File: src/rtl/seq_pattern_gen_pkg.sv
// ============================================================================
// Module      : seq_pattern_gen_pkg
// Description : Shared state encoding, default widths and configuration check
//               for the serial pattern generator.
// Revision    : 1.0 - initial release
// ============================================================================
`default_nettype none

package seq_pattern_gen_pkg;

    typedef enum logic [1:0] {
        IDLE  = 2'b00,
        SHIFT = 2'b01,
        DONE  = 2'b10
    } state_t;

    localparam int c_DEF_PAT_W = 8;
    localparam int c_DEF_LEN_W = 4;

    // The length field must be able to express every bit position of the pattern.
    function automatic bit len_fits(input int pat_w, input int len_w);
        return (1 << len_w) > pat_w;
    endfunction

endpackage

`default_nettype wire

File: src/rtl/bit_tick_div.sv
// ============================================================================
// Module      : bit_tick_div
// Description : Bit-period divider; tick is high on the last cycle of each
//               DIV-cycle period. clear holds the period at its first cycle.
// Revision    : 1.0 - initial release
// ============================================================================
`default_nettype none

module bit_tick_div #(
    parameter int DIV = 1
) (
    input  logic clk,
    input  logic rst,
    input  logic clear,
    output logic tick
);

    generate
        if (DIV <= 1) begin : g_div1
            logic w_unused;
            assign w_unused = ^{clk, rst, clear};
            assign tick     = 1'b1;
        end else begin : g_divn
            localparam int c_CW = $clog2(DIV);
            logic [c_CW-1:0] r_cnt;

            // Down-counter reloads on every period boundary, so it never wraps.
            always_ff @(posedge clk) begin
                if (rst || clear) begin
                    r_cnt <= c_CW'(DIV - 1);
                end else if (r_cnt == '0) begin
                    r_cnt <= c_CW'(DIV - 1);
                end else begin
                    r_cnt <= r_cnt - c_CW'(1);
                end
            end

            assign tick = (r_cnt == '0);
        end
    endgenerate

endmodule

`default_nettype wire

File: src/rtl/seq_pattern_gen.sv
// ============================================================================
// Module      : seq_pattern_gen
// Description : MSB-first serial pattern transmitter with start/busy/done
//               handshake and running ones count. Optional back-to-back
//               frame repeat enabled by macro SEQ_GEN_REPEAT_EN.
// Revision    : 1.0 - initial release
// ============================================================================
`default_nettype none

module seq_pattern_gen
    import seq_pattern_gen_pkg::*;
#(
    parameter int PAT_W = c_DEF_PAT_W,
    parameter int LEN_W = c_DEF_LEN_W,
    parameter int DIV   = 1
) (
    input  logic             clk,
    input  logic             rst,
    input  logic             start,
    input  logic [PAT_W-1:0] pattern,
    input  logic [LEN_W-1:0] length,
`ifdef SEQ_GEN_REPEAT_EN
    input  logic             rpt,
`endif
    output logic             seq,
    output logic             seq_valid,
    output logic             busy,
    output logic             done,
    output logic [LEN_W-1:0] ones_cnt
);

    localparam int c_IW = (PAT_W > 1) ? $clog2(PAT_W) : 1;

    generate
        if (!len_fits(PAT_W, LEN_W)) begin : g_cfg_err
            $error("seq_pattern_gen: LEN_W too small for PAT_W");
        end
    endgenerate

    state_t           r_state;
    state_t           w_next;
    logic [PAT_W-1:0] r_pat;
    logic [LEN_W-1:0] r_len;
    logic [LEN_W-1:0] r_idx;
    logic [LEN_W-1:0] r_ones;
    logic [LEN_W-1:0] w_len;
    logic             r_first;
    logic             r_rpt_done;
    logic             w_tick;
    logic             w_bit;
    logic             w_last;
    logic             w_rpt;

`ifdef SEQ_GEN_REPEAT_EN
    assign w_rpt = rpt;
`else
    assign w_rpt = 1'b0;
`endif

    bit_tick_div #(
        .DIV   (DIV)
    ) u_tick (
        .clk   (clk),
        .rst   (rst),
        .clear (r_state != SHIFT),
        .tick  (w_tick)
    );

    assign w_len  = (length > LEN_W'(PAT_W)) ? LEN_W'(PAT_W) : length;
    assign w_bit  = r_pat[r_idx[c_IW-1:0]];
    assign w_last = (r_state == SHIFT) && w_tick && (r_idx == '0);

    always_comb begin
        w_next = r_state;
        case (r_state)
            IDLE:    if (start) w_next = (length == '0) ? DONE : SHIFT;
            SHIFT:   if (w_last) w_next = w_rpt ? SHIFT : DONE;
            DONE:    w_next = IDLE;
            default: w_next = IDLE;
        endcase
    end

    always_ff @(posedge clk) begin
        if (rst) begin
            r_state    <= IDLE;
            r_pat      <= '0;
            r_len      <= '0;
            r_idx      <= '0;
            r_ones     <= '0;
            r_first    <= 1'b0;
            r_rpt_done <= 1'b0;
        end else begin
            r_state    <= w_next;
            r_rpt_done <= 1'b0;
            case (r_state)
                IDLE: begin
                    if (start) begin
                        r_ones <= '0;
                        if (length != '0) begin
                            r_pat   <= pattern;
                            r_len   <= w_len;
                            r_idx   <= w_len - LEN_W'(1);
                            r_first <= 1'b1;
                        end
                    end
                end
                SHIFT: begin
                    // Count a 1-bit once, on the first cycle it is presented.
                    r_first <= w_tick;
                    if (r_first && w_bit) r_ones <= r_ones + LEN_W'(1);
                    if (w_tick) begin
                        if (r_idx != '0) begin
                            r_idx <= r_idx - LEN_W'(1);
                        end else if (w_rpt) begin
                            r_idx      <= r_len - LEN_W'(1);
                            r_ones     <= '0;
                            r_rpt_done <= 1'b1;
                        end
                    end
                end
                default: ;
            endcase
        end
    end

    assign seq       = (r_state == SHIFT) && w_bit;
    assign seq_valid = (r_state == SHIFT);
    assign busy      = (r_state == SHIFT);
    assign done      = (r_state == DONE) || r_rpt_done;
    assign ones_cnt  = r_ones;

endmodule

`default_nettype wire

File: config.mk
export PLATFORM = sky130hd
export DESIGN_NAME = seq_pattern_gen
export DESIGN_NICKNAME = d
export VERILOG_FILES = /design/src/rtl/seq_pattern_gen_pkg.sv /design/src/rtl/bit_tick_div.sv /design/src/rtl/seq_pattern_gen.sv
export SDC_FILE = /design/constraint.sdc
export NUM_CORES = 1
export LEC_CHECK = 0
export CAP_MARGIN = 20
export CORE_MARGIN = 4
export CORE_UTILIZATION = 40
export CTS_BUF_LIST = sky130_fd_sc_hd__clkbuf_4
export DETAILED_ROUTE_END_ITERATION = 10
export PLACE_DENSITY_LB_ADDON = 0.3
export SYNTH_ARGS = -nofsm -noshare
export SYNTH_HDL_FRONTEND = slang
export SYNTH_SLANG_ARGS = --single-unit
File: constraint.sdc
create_clock -name clk -period 4.3 [get_ports clk]
set_input_delay 1.075 -clock clk [delete_from_list [all_inputs] [get_ports clk]]
set_output_delay 1.075 -clock clk [all_outputs]
set_load 0.03 [all_outputs]
==> results.cfg <==
[global_routing]
top_usage_layer = met2
grt_overflow = 0
use_met2_pct = 24.4
grt_pass1_wl_um = 3770
antenna_found_initial = 0
met3_usage_pct = 4.90
grt.total_usage_pct = 14.2
grt_max_degree = 21
gr-usage-met1_pct = 17.5
grt_pass1_vias = 878

[clocking]
cts_max_path_buffers = 2
cts_hold_buf = 0
cts_sinks = 19
cts_setup_buffers = 0
root_buffer = clkbuf_4
clk-insertion-delay-late_ps = 300
tritoncts = done
clk_pin_slew_ps = 110
cts.htree.levels = 1
cts_resized = 0
cts-buffers-inserted = 3

[hold_path]
hp-class = flop to flop
min_to = r_first
whs_path_depth = 2
hold_start = r_first

[synthesis]
ys_async_sr_fraction_pct = 0
synth_cell_type_count = 38
yosys_warnings = 0
synth_cells = 115
synth_area_sq_mm = 0.00101
ys_seq_elements = 19
yosysSeqAreaShare_pct = 37.7
ys.flop_type = dfxtp_1
syn_nets = 132
avgSynthCellArea_sq_um = 8.78
synth_edf_count = 0

[place]
dp_slack_ps = 1280
port_buffers = 22
gp_congestion = 0.776
dpl.hpwl_um = 1620

[floorplanning]
core_area_sq_mm = 0.00230
die_area_sq_mm = 0.00339
ios = 23
num_rows = 17
dieHeight_um = 58.2
die_w_um = 58.2
initial_core_util_pct = 44.0

[setup_path]
cp_slowest_cell = clkdlybuf4s50_1
worstPathArrival_ps = 2210
r2r_cells = 8
critical_path.max_fanout = 8
ff2ff_setup_slack_ps = 2120
cp_cell_sequence = mux2_4, and3_4, nor4_1, nor2_1, clkdlybuf4s50_1
rr_endpoint = r_idx[2]
cp_slowest_stage_delay_ps = 600
start_kind = flop
worstSetupEndpointType = output pin
reg2reg_from = r_state[0]
crit_required_ps = 3220
critPathKind = flop to output pin

[route]
drt_wl_total_um = 2150
initialDrtViolationCount = 47
antenna_left = 0
vias = 884
drt-pass1-iter-count = 4
drc = 0
wl_per_cell_um = 13.2
viasPerCell = 5.42

[sta]
timing.slew.headroom_pct = 53.5
period_needed_ps = 3290
setup_ws_ps = 1010
finalSetupViolCount = 0
fin_hold_ws_ps = 493
timing.setup.tns_ps = 0
grt_setup_unrepaired = no
finalHoldViolCount = 0
fmax_mhz = 304
fin_crit_sh_pct = 76.5
skew_ps = 9.01
worstMarginPinSlew_ps = 695
slew_viol_final = 0

[power]
power_density_mw_per_mm2 = 426
leakagePower_nw = 0.481
peakVddDrop_mv = 0.263

[finish]
layout_common_cells = 22 x clkdlybuf4s50_1, 19 x dfxtp_1, 17 x nor2_1, 11 x mux2i_1, 8 x nand2_1
layout_commonest_cell = clkdlybuf4s50_1
num-nets-final = 153
diodes = 0
layout-drive-gt1-share_pct = 8.15
synthToLayoutAreaGrowth_pct = 25.0
fillers = 218

[outcome]
status = finished, final reports clean

[run]
drv_cap = 0
==> metrics by stage <==
stage / power (mW) / std cells / area [sq um] / util, %
after CTS: 0.542 / 163 / 1260 / 55.0
final: 0.538 / 163 / 1260 / 55.0
after detailed placement: 0.444 / 159 / 1230 / 53.6
after global placement: 0.438 / 159 / 1230 / 53.6
after global routing: 0.577 / 163 / 1260 / 55.0
after floorplan: 0.393 / 115 / 1010 / -
==> power breakdown <==
part / internal (mW) / total [mW] / leakage, nW / switching (mW)
logic: 0.0940 / 0.200 / 0.307 / 0.106
registers: 0.202 / 0.241 / 0.156 / 0.0392
clock network: 0.0424 / 0.0966 / 0.0184 / 0.0541
==> area by class of cell <==
class	instances	area (sq um)	share of cell area, %
Clock buffer	4	30.0	2.38
Inverter	6	22.5	1.78
Multi-Input combinational cell	83	567	44.9
Sequential cell	19	380	30.1
Tap cell	28	35.0	2.78
Timing Repair Buffer	23	228	18.0
==> cells by family after synthesis <==
family | Yosys count | share of synthesized area, %
flip-flops | 19 | 37.7
AND/OR/NAND/NOR | 49 | 25.7
adder cells (fa/ha/maj) | 2 | 2.48
multiplexers | 12 | 12.4
buffers and inverters | 13 | 6.20
AO/OA/AOI/OAI | 20 | 15.6
==> state kept, by name, indices dropped and copies added, names as in the netlist <==
signal    flops
r_idx         4
r_state       2
ones_cnt      4
r_pat         8
r_first       1
==> critical path, delay by kind of cell, from the launching register on <==
kind | cells | cell delay, ps
and+or+nand+nor | 3 | 430
DFF | 1 | 560
muxes | 1 | 330
buffers and inverters | 1 | 600
==> worst max path at each step <==
stage          endpoint  slack [ps]  cells after the start       from
2_1_floorplan       seq        1980                      5   r_idx[0]
3_3_place_gp        seq        1360                      5   r_idx[0]
3_5_place_dp   r_idx[2]        1280                      7  length[0]
4_1_cts             seq        1000                      5   r_idx[0]
5_1_grt             seq         900                      5   r_idx[0]
6_report            seq        1010                      5   r_idx[0]
==> cell usage after synthesis, types with 3 or more instances <==
| cell | n | area [sq um] |
|---|---|---|
| a21oi_1 | 5 | 25.0 |
| a31oi_1 | 3 | 18.8 |
| clkbuf_1 | 3 | 11.3 |
| dfxtp_1 | 19 | 380 |
| inv_1 | 6 | 22.5 |
| mux2i_1 | 11 | 110 |
| nand2_1 | 8 | 30.0 |
| nand3_1 | 3 | 15.0 |
| nor2_1 | 17 | 63.8 |
| nor3_1 | 3 | 15.0 |
| nor4_1 | 3 | 18.8 |
==> layer usage <==
layer	routed length, um	share of wire, %
met4	14	0.65
met1	957	45
met2	1020	48
met3	153	7.1
met5	0	0
No activity file was read; power rests on OpenSTA's default activity.
